[src/rtl/sbox_seq.sv]
// sbox_seq: time-multiplexed DES substitution sequencer.
// Walks a 48-bit block through one shared S-box port, six bits per step
// (S1 first), and packs the eight 4-bit results into a 32-bit word.
module sbox_seq #(
  parameter bit REG_SBOX = 1'b0
) (
  input  logic        clk,
  input  logic        rst,
  input  logic        in_valid,
  output logic        in_ready,
  input  logic [47:0] in_data,
  output logic [2:0]  sbox_sel,
  output logic [5:0]  sbox_in,
  input  logic [3:0]  sbox_out,
  output logic        out_valid,
  input  logic        out_ready,
  output logic [31:0] out_data,
  output logic        busy
);

  typedef enum logic [1:0] {
    ST_IDLE = 2'd0,
    ST_RUN  = 2'd1,
    ST_DONE = 2'd2
  } state_t;

  state_t      state_q, state_d;
  logic [47:0] shift_q, shift_d;
  logic [3:0]  issue_cnt_q, issue_cnt_d;
  logic [3:0]  cap_cnt_q, cap_cnt_d;
  logic [31:0] result_q, result_d;
  logic        issued_q, issued_d;

  logic        issue_en;
  logic        cap_en;

  // Issue while fewer than eight chunks have gone out; capture either in the
  // same cycle (combinational bank) or one cycle after each issue (registered bank).
  always_comb begin
    issue_en = (state_q == ST_RUN) && !issue_cnt_q[3];
    cap_en   = REG_SBOX ? ((state_q == ST_RUN) && issued_q) : issue_en;
  end

  // State and datapath registers; reset discards any block in flight.
  always_ff @(posedge clk) begin
    if (rst) begin
      state_q     <= ST_IDLE;
      shift_q     <= '0;
      issue_cnt_q <= '0;
      cap_cnt_q   <= '0;
      result_q    <= '0;
      issued_q    <= 1'b0;
    end else begin
      state_q     <= state_d;
      shift_q     <= shift_d;
      issue_cnt_q <= issue_cnt_d;
      cap_cnt_q   <= cap_cnt_d;
      result_q    <= result_d;
      issued_q    <= issued_d;
    end
  end

  // Next-state and datapath update.
  always_comb begin
    state_d     = state_q;
    shift_d     = shift_q;
    issue_cnt_d = issue_cnt_q;
    cap_cnt_d   = cap_cnt_q;
    result_d    = result_q;
    issued_d    = issue_en;

    case (state_q)
      ST_IDLE: begin
        if (in_valid) begin
          shift_d     = in_data;
          issue_cnt_d = '0;
          cap_cnt_d   = '0;
          result_d    = '0;
          state_d     = ST_RUN;
        end
      end
      ST_RUN: begin
        if (issue_en) begin
          shift_d     = {shift_q[41:0], 6'b0};
          issue_cnt_d = issue_cnt_q + 4'd1;
        end
        if (cap_en) begin
          result_d  = {result_q[27:0], sbox_out};
          cap_cnt_d = cap_cnt_q + 4'd1;
          if (cap_cnt_q == 4'd7) begin
            state_d = ST_DONE;
          end
        end
      end
      ST_DONE: begin
        if (out_ready) begin
          state_d = ST_IDLE;
        end
      end
      default: begin
        state_d = ST_IDLE;
      end
    endcase
  end

  // Outputs decoded from state; control outputs are held low while reset is asserted.
  always_comb begin
    in_ready  = !rst && (state_q == ST_IDLE);
    busy      = !rst && (state_q != ST_IDLE);
    out_valid = !rst && (state_q == ST_DONE);
    sbox_sel  = 3'd0;
    sbox_in   = 6'd0;
    if (!rst && issue_en) begin
      sbox_sel = issue_cnt_q[2:0];
      sbox_in  = shift_q[47:42];
    end
    out_data  = result_q;
  end

endmodule
[config.mk]
export PLATFORM = sky130hd
export DESIGN_NAME = sbox_seq
export DESIGN_NICKNAME = d
export VERILOG_FILES = /design/src/rtl/sbox_seq.sv
export SDC_FILE = /design/constraint.sdc
export NUM_CORES = 1
export LEC_CHECK = 0
export ABC_AREA = 0
export CORE_UTILIZATION = 30
export DETAILED_ROUTE_END_ITERATION = 6
export GPL_ROUTABILITY_DRIVEN = 1
export HOLD_SLACK_MARGIN = 0.08
export PLACE_DENSITY = 0.61
export SKIP_LAST_GASP = 1
export SYNTH_ARGS = -nofsm -noshare
export SYNTH_HDL_FRONTEND = slang
export SYNTH_SLANG_ARGS = --single-unit
[constraint.sdc]
create_clock -name clk -period 1.8 [get_ports clk]
set_input_delay 0.36 -clock clk [delete_from_list [all_inputs] [get_ports clk]]
set_output_delay 0.36 -clock clk [all_outputs]
set_load 0.005 [all_outputs]
==> impl_results.md, run 1 <==
- Core region area: 0.01142 sq mm
- Maximum buffer depth of the clock tree: 2
- Measured slew at the worst slew-check pin: 0.7403 ns
- Top-area cell type share of the netlist area: 0.5136
- Fill cell instance count of the final layout: about 1.1k
- Max VDD drop: 0.5375 mV
- Share of power burned in registers: 0.466
- Cell mode on critical path: sky130_fd_sc_hd__buf_6
- Unrepaired setup endpoints after global routing: true
- Average instance area after synthesis: 11.69 sq um
- FMAX: about 550 MHz
- Number of synthesized flops with an enable pin: 0
- R2r worst-path depth: 8
- Clock tree from TritonCTS: built
- Starting utilization of the core area: 0.3073
- Clock insertion delay at the later pin of the skew report: 0.33 ns
- Fraction of the yosys area taken by sequential cells: 0.5136
- Congestion Overflow GR: 0
- Routed vias/inst: 4.901
- Full die area: 0.01213 sq mm
- Dominant register cell in the synthesized netlist: sky130_fd_sc_hd__dfxtp_1
- Master cell of the clock root buffer: sky130_fd_sc_hd__clkbuf_16
- Synthesized area: 0.003508 sq mm
- Gr usage total: 0.1379
- Buffers added on ports: 99
- Number of design-rule violations left by the first detailed-router iteration: 129
- Internal power consumption: 0.003586 W
- Post-synthesis async set-or-reset flop share: 0
- Delay of the slowest critical-path stage: ~0.31 ns
- Failing checks: negative setup slack
- Clk_skew: 0.007008 ns
- Remaining routing DRC violations: 0
- Share of the clock period used by the worst path: 1.012
- Die outline height: 110.1 um
- Synthesized flop and latch total: 90
- Count of vias placed by the detailed router: 2710
- Number of distinct library cell variants in the gate-level netlist after synthesis: 31
- Worst hold path stage count: 1
- Slowest stage cell on the critical path: sky130_fd_sc_hd__dfxtp_2
- Leakage power total: 2.078 nW
- Net switching component of the power: about 0.0010 W
- Logic pwr share: 0.113
- Number of nets in the finished design: 464
- Mapped Cells: 300
- Number of global-route vias before repair: 2640
- Wirelength per Cell: approximately 15 um
- DP Wirelength: 5284 um
- Slew headroom: 0.5065
- Critical path cell sequence: nand2b_4, nor3_4, buf_6, buf_6, buf_6, and2_4, buf_6
- Hold Vio Cnt, Final: 0
- Diode count: 0
- Pre-antenna DRT Iters: 6
- Leading area contributor after synthesis: sky130_fd_sc_hd__dfxtp_1
- Status: finished with violations
- Reg clk slew, reported paths: 0.06 ns
- Wire length after detailed routing: 8348 um
- Yosys Warn Count: 0
- Worst path arrival time: ~1.5 ns
- Part of the power in the clock network: 0.421
- Maximum number of pins on one net before global-route repair: 48
- Worst-case setup margin in the final layout: -0.02191 ns
- Net count of the mapped netlist: 358
- ANT nets after route: 0
- Category of the most critical setup path: register to primary output
- Layout cells sized above 1: 0.1463
- Final setup vio count: 2
- Worst min-delay path category: register to register
- Pre-CTS WS: -0.4666 ns
- Weighted congestion at the end of routability-driven global placement: 0.7448
- Dominant cells by area after synthesis: sky130_fd_sc_hd__dfxtp_1, sky130_fd_sc_hd__mux2i_1, sky130_fd_sc_hd__o2bb2ai_1
- Die X-Extent: 110.1 um
- Number of clock buffers inserted by TritonCTS: 9
- Required time worst endpoint: 1.44 ns
- CTS HTree Levels: 3
- End-of-flow core utilization: 0.4424
- Global-route wire length before repair: ~13000 um
- Switching Share: 0.2202
- Number of placement rows: 39
- Startpoint kind of the worst setup timing path: register
- Power density of the placed cells: between 900 and 1000 mW/mm^2
- Top Ports: 100
- Maximum fanout along the worst path: 3
- Number of pins with negative max-slew slack in the final report: 0
- Area delta synth->final: 43.97%
- Synth cell count leaders: sky130_fd_sc_hd__dfxtp_1, sky130_fd_sc_hd__mux2i_1, sky130_fd_sc_hd__o2bb2ai_1, sky130_fd_sc_hd__a22o_1, sky130_fd_sc_hd__and2_1
- Critical path capture point type: primary output
- Dominant cell by count in the synthesized netlist: sky130_fd_sc_hd__dfxtp_1
- Number of antenna violations at the first check in global routing: 0
- Max Cap Violations: 0
- Minimum clock period after layout: 1.822 ns
- Total clock sinks: 90
-- path summary, 6_finish.rpt --
kind | startpoint | end | slack (ns)
worst min-delay path | shift_q[14]$_SDFFE_PP0P_ | shift_q[14]$_SDFFE_PP0P_ | 0.46
worst max register to register | state_q[1]$_SDFFE_PP0P_ | cap_cnt_q[3]$_SDFFE_PP0P_ | 0.12
worst min register to register | shift_q[14]$_SDFFE_PP0P_ | shift_q[14]$_SDFFE_PP0P_ | 0.46
worst max-delay path | state_q[1]$_SDFFE_PP0P_ | sbox_in[5] | -0.02
-- flip-flops by register name (all words and copies together) (netlist names) --
signal,count
shift_q,48
out_data,32
cap_cnt_q,4
issue_cnt_q,4
state_q,2
-- power by group through the flow --
stage / sequential [W] / clock (W) / combinational (W)
2_1_floorplan: 0.00217 / 0 / 0.000293
3_3_place_gp: 0.00219 / 0 / 0.000485
3_5_place_dp: 0.00219 / 0 / 0.000492
4_1_cts: 0.00214 / 0.00201 / 0.000524
5_1_grt: 0.00215 / 0.00208 / 0.000561
6_report: 0.00215 / 0.00194 / 0.000517
-- metrics by stage --
stage | hold WS [ns] | cell area, sq um | total power (W) | setup TNS (ns) | std cells
2_1_floorplan | 0.4242 | 3508 | 0.002465 | 0 | 300
3_3_place_gp | 0.4433 | 4611 | 0.002671 | -6.770 | 527
3_5_place_dp | 0.4390 | 4611 | 0.002677 | -9.096 | 527
4_1_cts | 0.4656 | 5041 | 0.004679 | -0.6175 | 554
5_1_grt | 0.4756 | 5051 | 0.004799 | -0.3198 | 553
6_report | 0.4616 | 5051 | 0.004599 | -0.04055 | 553
-- routing by layer --
metal	track usage	part of all wire
met5	0	0
met4	0.04229	0.0087
met3	0.05350	0.080
met2	0.2112	0.43
met1	0.1785	0.48
-- worst max-delay path: cells and delay by family, from the launching register on --
family	cells	cell delay [ns]
flops	1	0.31
simple gates	3	0.42
buf+inv	4	0.40
-- logic make-up (layout without fill, tap and decap cells) --
logic type / after synthesis / after routing / synth area share
muxes: 42 / 42 / 0.1198
and+or+nand+nor: 41 / 41 / 0.06776
buffers and inverters: 28 / 138 / 0.05884
AOI/OAI and AO/OA: 97 / 97 / 0.2329
adders and majority gates: 2 / 2 / 0.007132
DFF: 90 / 90 / 0.5136
-- cell type report --
cell class	count	area [sq um]	share of cell area
Tap cell	143	178.9	0.03542
Multi-Input combinational cell	182	1533	0.3034
Clock buffer	9	225.2	0.04459
Inverter	1	3.754	0.0007431
Clock inverter	6	82.58	0.01635
Sequential cell	90	1804	0.3572
Timing Repair Buffer	122	1224	0.2423
-- cell usage in the layout (no fill, tap or decap), drive strengths merged, types with 2 or more instances in the layout --
| cell type | Yosys | final |
|---|---|---|
| o21ai | 4 | 4 |
| ha | 2 | 2 |
| nand2 | 4 | 4 |
| clkdlybuf4s50 | 0 | 86 |
| nor3 | 5 | 5 |
| clkbuf | 3 | 9 |
| nor3b | 2 | 2 |
| bufinv | 0 | 2 |
| a22o | 40 | 40 |
| clkinv | 0 | 3 |
| a22oi | 3 | 3 |
| buf | 24 | 31 |
| nor2b | 4 | 4 |
| nand2b | 3 | 3 |
| a21oi | 2 | 2 |
| dfxtp | 90 | 90 |
| o2bb2ai | 42 | 42 |
| a21o | 2 | 2 |
| nor2 | 10 | 10 |
| and2 | 10 | 10 |
| mux2i | 42 | 42 |
| dlygate4sd2 | 0 | 3 |
-- timing repair --
| action | CTS | global route |
|---|---|---|
| cloned | 1 | 0 |
| hold buffers | 0 | 0 |
| buffers inserted | 11 | 1 |
| resized for setup | 52 | 9 |
| pin swaps | 6 | 3 |
| setup endpoints to repair | 12 | 45 |
(Power assumes the default switching activity.)
==> inputs of run 2 (changes only) <==
- CTS_BUF_LIST: not set -> sky130_fd_sc_hd__clkbuf_4
- PLACE_DENSITY: 0.61 -> 0.63
- SETUP_SLACK_MARGIN: not set -> 0.05
- clock period: 1.8 -> 1.5 ns (I/O delays scaled with it)
==> run 2 against run 1 <==
Compared with the run above:
- the run still ends with negative setup slack left
- clock skew increased by 0.0091 ns
- hold slack lost 0.024 ns
- via count grew 15%
- clock power down 20%
- utilization rose by 10 points
- first-iteration DRC count decreased by 3.1%
- critical path depth down 1
- register-to-register slack worse by 0.43 ns
- largest cell class is now non-clock buffers
==> impl_results.md, run 2 (synthesized netlist as in run 1, its figures left out) <==
- Top Ports: 100
- Logic pwr share: 0.209
- Buffers added on ports: 99
- Measured slew at the worst slew-check pin: 0.7569 ns
- Share of the clock period used by the worst path: 1.293
- Number of clock buffers inserted by TritonCTS: 9
- DP Wirelength: 5501 um
- Routed vias/inst: 5.117
- Worst-case setup margin in the final layout: -0.4395 ns
- Fill cell instance count of the final layout: 960
- Crit path buffers/inverters: 3
- Wirelength per Cell: 17.92 um
- Required time worst endpoint: 1.20 ns
- Congestion Overflow GR: 0
- Largest delay contributor family on the critical path: simple AND/OR/NAND/NOR gates
- Power density of the placed cells: approximately 840 mW/mm^2
- Share of power burned in registers: 0.495
- Pre-antenna DRT Iters: 4
- Global-route wire length before repair: about 17000 um
- Max VDD drop: 0.7445 mV
- Maximum buffer depth of the clock tree: 2
- Core region area: 0.01142 sq mm
- Count of vias placed by the detailed router: slightly above 3k
- Remaining routing DRC violations: 0
- Start of the worst register-to-register path: state_q[0]$_SDFFE_PP0P_
- Number of antenna violations at the first check in global routing: 0
- Total power draw: 0.005260 W
- Clock tree from TritonCTS: built
- Starting utilization of the core area: 0.3073
- FMAX: 515.6 MHz
- Delay of the slowest critical-path stage: approximately 0.35 ns
- Critical path capture point type: primary output
- Number of flip-flops under the largest register name: 48
- Most common cell after layout, fill and taps aside: sky130_fd_sc_hd__dfxtp_1
- Worst path arrival time: 1.64 ns
- Full die area: 0.01213 sq mm
- Gr usage total: 0.1861
- Critical path cell sequence: nand2b_4, nor3_4, clkbuf_16, buf_8, and2_4, buf_6
- Leakage power total: 2.752 nW
- Master cell of the clock root buffer: sky130_fd_sc_hd__clkbuf_4
- Status: finished with violations
- Most frequent cells in the layout: sky130_fd_sc_hd__dfxtp_1, sky130_fd_sc_hd__clkdlybuf4s50_1, sky130_fd_sc_hd__mux2i_1, sky130_fd_sc_hd__a22o_1
- Failing checks: negative setup slack
- Part of the power in the clock network: 0.296
- Minimum clock period after layout: between 1.5 and 2 ns
- Switching Share: 0.2651
- Clk_skew: 0.01609 ns
- Weighted congestion at the end of routability-driven global placement: 0.7653
- Unrepaired setup endpoints after global routing: true
- CTS HTree Levels: 3
- Hold Path Origin: in_data[3]
- Diode count: 0
- Number of pins with negative max-slew slack in the final report: 0
- Maximum fanout along the worst path: 4
- Worst min-delay path category: input port to register
- Count of hold buffers inserted by post-cts repair: 0
- Reg clk slew, reported paths: around 0.15 ns
- Max Cap Violations: 0
- Internal power consumption: 0.003866 W
- Number of placement rows: 39
- Wire length after detailed routing: approximately 11000 um
- Startpoint kind of the worst setup timing path: register
- Largest register by flop count: shift_q
- Clock insertion delay at the later pin of the skew report: 0.45 ns
- Net switching component of the power: approximately 0.0014 W
- Critical path launch point: state_q[1]$_SDFFE_PP0P_
- ANT nets after route: 0
- Number of global-route vias before repair: 3176
- Area delta synth->final: 77.64%
- Number of design-rule violations left by the first detailed-router iteration: 125
- Slew headroom: 0.4954
- Category of the most critical setup path: register to primary output
- Slowest stage cell on the critical path: sky130_fd_sc_hd__dfxtp_2
- Maximum number of pins on one net before global-route repair: 45
- Pre-CTS WS: -0.6530 ns
- Final setup vio count: 98
- Die X-Extent: 110.1 um
- Total clock sinks: 90
- Number of nets in the finished design: 518
- Area of combinational cells with multiple inputs: 0.002004 sq mm
- Layout cells sized above 1: 0.4409
- Area taken by flip-flops and latches: 0.001844 sq mm
- Die outline height: 110.1 um
- Hold Vio Cnt, Final: 0
## run 2: metrics by stage
step / hold WS, ns / area, sq um / cells / setup TNS (ns) / util
finish: 0.4372 / 6232 / 608 / -21.10 / 0.5458
global route: 0.3716 / 6232 / 608 / -27.27 / 0.5458
CTS: 0.3885 / 6100 / 610 / -34.86 / 0.5342
detailed placement: 0.4412 / 4644 / 529 / -32.24 / 0.4068
global placement: 0.4398 / 4644 / 529 / -29.86 / 0.4068
floorplan: 0.4242 / 3517 / 300 / 0 / -
## run 2: layout make-up
type | count | area share
multi-input cells | 182 | 0.3216
clock inverters | 6 | 0.01425
clock buffers | 10 | 0.01205
flip-flops and latches | 90 | 0.2959
repair buffers | 176 | 0.3264
well taps | 143 | 0.02871
inverters | 1 | 0.001004
## run 2: worst paths after layout
check                                                  to  slack [ns]  depth (start not counted)
worst max-delay path                           sbox_in[3]       -0.44                          6
worst min-delay path              shift_q[3]$_SDFFE_PP0P_        0.44                          2
worst max register to register   shift_q[41]$_SDFFE_PP0P_       -0.31                         11
worst min register to register  out_data[31]$_SDFFE_PP0P_        0.48                          1
## run 2: what timing repair did
item	CTS	global route
setup buffers	47	10
gates cloned	19	0
pin swaps	28	33
endpoints found under the setup margin	129	104
hold endpoints to repair	0	0
resized for setup	200	51
## run 2: layer usage
metal | global-route usage | wire length (um)
met4 | 0.05827 | 215
met5 | 0 | 0
met3 | 0.07760 | 881
met2 | 0.3129 | 5174
met1 | 0.2145 | 4627
## run 2: power groups by stage
stage	Sequential, W	Clock, W	Combinational, W
3_5_place_dp	0.00262	0	0.000606
3_3_place_gp	0.00262	0	0.000595
5_1_grt	0.00262	0.00172	0.00116
2_1_floorplan	0.00261	0	0.000353
4_1_cts	0.00259	0.00161	0.00109
6_report	0.00260	0.00156	0.00110
==> inputs of run 3 (changes only) <==
- CORE_UTILIZATION: 30 -> 44
- PLACE_DENSITY: 0.63 -> 0.84
==> run 3 against run 2 <==
Compared with the run above:
- the run still ends with negative setup slack left
- fmax rose by 3.0%
- clock skew rose by 0.013 ns
- design area fell by 1.0%
- final cell count fell by 5.1%
- combinational power barely moved
- critical path type unchanged
- highest routed layer unchanged
==> impl_results.md, run 3 (synthesized netlist as in run 1, its figures left out) <==
- Wire length after detailed routing: 12630 um
- Clock tree from TritonCTS: built
- Remaining routing DRC violations: 0
- Core region area: 0.007727 sq mm
- Pre-antenna DRT Iters: 4
- Final setup vio count: 96
- Status: finished with violations
- Reg clk slew, reported paths: 0.16 ns
- Number of antenna violations at the first check in global routing: 0
- Leakage power total: 2.790 nW
- Post-route cell area: slightly above 0.006 sq mm
- Critical path cell sequence: nand2b_4, nor3_4, buf_6, buf_6, buf_6, and2_4, buf_6
- Clk_skew: roughly 0.03 ns
- Total clock sinks: 90
- Diode count: 0
- Number of placement rows: 32
- Maximum fanout along the worst path: 3
- Die outline height: 91.30 um
- Total placed instance area: 0.004553 sq mm
- Number of clock buffers inserted by TritonCTS: 9
- Worst hold-check slack: 0.3760 ns
- Unrepaired setup endpoints after global routing: true
- Full die area: between 0.008 and 0.009 sq mm
- FMAX: roughly 530 MHz
- Worst path arrival time: around 1.6 ns
- Gr usage total: 0.3045
- Internal power consumption: 0.003849 W
- Wirelength per Cell: 21.89 um
- Number of global-route vias before repair: between 3k and 4k
- Master cell of the clock root buffer: sky130_fd_sc_hd__clkbuf_4
- Area delta synth->final: 75.82%
- Slowest stage cell on the critical path: sky130_fd_sc_hd__dfxtp_2
- Number of design-rule violations left by the first detailed-router iteration: 122
- Power density of the placed cells: 855.6 mW/mm^2
- Part of the power in the clock network: 0.290
- Routed vias/inst: 5.679
- Worst min-delay path category: input port to register
- Die X-Extent: 91.30 um
- Logic pwr share: 0.215
- Global-route wire length before repair: 19500 um
- CTS HTree Levels: 3
- Starting utilization of the core area: 0.4540
- End-of-flow core utilization: 0.7983
- ANT nets after route: 0
- Number of pins with negative max-slew slack in the final report: 0
- Clock insertion delay at the later pin of the skew report: 0.43 ns
- Count of vias placed by the detailed router: 3277
- Pre-CTS WS: -0.5916 ns
- Top Ports: 100
- Most common cell after layout, fill and taps aside: sky130_fd_sc_hd__dfxtp_1
- Weighted congestion at the end of routability-driven global placement: 0.7900
- Total power draw: 0.005278 W
- DP Wirelength: approximately 5200 um
- Share of power burned in registers: 0.495
- Required time worst endpoint: 1.20 ns
- Buffers added on ports: 99
- Startpoint kind of the worst setup timing path: register
- Most frequent cells in the layout: sky130_fd_sc_hd__dfxtp_1, sky130_fd_sc_hd__clkdlybuf4s50_1, sky130_fd_sc_hd__mux2i_1, sky130_fd_sc_hd__a22o_1, sky130_fd_sc_hd__buf_4
- Number of flip-flops under the largest register name: 48
- Hold Vio Cnt, Final: 0
- Delay of the slowest critical-path stage: between 0.3 and 0.4 ns
- Number of nets in the finished design: 529
- Layout cells sized above 1: 0.4400
- Switching Share: 0.2706
- Count of hold buffers inserted by post-cts repair: 0
- Worst-case setup margin in the final layout: -0.3821 ns
- Max Cap Violations: 0
- Category of the most critical setup path: register to primary output
- Minimum clock period after layout: 1.882 ns
- Measured slew at the worst slew-check pin: roughly 0.74 ns
- Max VDD drop: 0.5317 mV
- Failing checks: negative setup slack
- Cell mode on critical path: sky130_fd_sc_hd__buf_6
- Critical path capture point type: primary output
- Congestion Overflow GR: 0
- Share of the clock period used by the worst path: 1.255
- Slew headroom: 0.5044
- Maximum buffer depth of the clock tree: 2
- Maximum number of pins on one net before global-route repair: 45
- Largest register by flop count: shift_q
- Net switching component of the power: 0.001428 W
[run 3: changes by cell type in the layout (fill, tap and decap cells not counted), sizes merged]
cell,delta
clkbuf,-2
buf,+13
clkinv,+1
bufbuf,-1
clkinvlp,-1
dlymetal6s2s,+1
clkdlybuf4s15,-1
dlygate4sd2,+1
clkdlybuf4s50,-1
[run 3: path summary, 6_finish.rpt]
| check | startpoint | endpoint | slack (ns) | depth (start not counted) |
|---|---|---|---|---|
| min | rst | issue_cnt_q[3]$_SDFFE_PP0P_ | 0.38 | 4 |
| max | state_q[1]$_SDFFE_PP0P_ | sbox_in[0] | -0.38 | 7 |
| min reg2reg | out_data[29]$_SDFFE_PP0P_ | out_data[29]$_SDFFE_PP0P_ | 0.48 | 1 |
| max reg2reg | state_q[0]$_SDFFE_PP0P_ | shift_q[2]$_SDFFE_PP0P_ | -0.26 | 10 |
[run 3: final cells by class]
cell class	instances	area [sq um]
Clock buffer	9	67.56
Inverter	1	6.256
Fill cell	439	1559
Sequential cell	90	1844
Timing Repair Buffer	187	2091
Clock inverter	6	90.09
Tap cell	102	127.6
Multi-Input combinational cell	182	1942
[run 3: worst max-delay path: cells and delay by family, from the launching register on]
kind | cells | cell delay, ns
simple gates | 3 | 0.44
flops | 1 | 0.35
buf+inv | 4 | 0.40
[run 3: per-layer routing]
metal,share of wire,track usage
met1,0.40,0.3531
met2,0.51,0.5505
met3,0.065,0.07035
met5,0,0
met4,0.027,0.09921
[run 3: timing repair]
item / 4_1_cts / 5_1_grt
pin swaps: 35 / 21
gates cloned: 19 / 0
endpoints found under the setup margin: 129 / 101
buffers inserted: 67 / 9
resized for setup: 224 / 38
[run 3: through the flow]
stage | TNS, ns | std cells
finish | -17.00 | 577
floorplan | 0 | 300
global placement | -26.37 | 486
detailed placement | -28.35 | 486
CTS | -28.77 | 586
global route | -21.28 | 577
[run 3: power groups by stage]
| stage | logic (W) | clock network [W] | registers [W] |
|---|---|---|---|
| 6_report | 0.00113 | 0.00153 | 0.00261 |
| 5_1_grt | 0.00119 | 0.00165 | 0.00262 |
| 4_1_cts | 0.00116 | 0.00151 | 0.00259 |
| 3_5_place_dp | 0.000581 | 0 | 0.00262 |
| 3_3_place_gp | 0.000565 | 0 | 0.00262 |
| 2_1_floorplan | 0.000353 | 0 | 0.00261 |
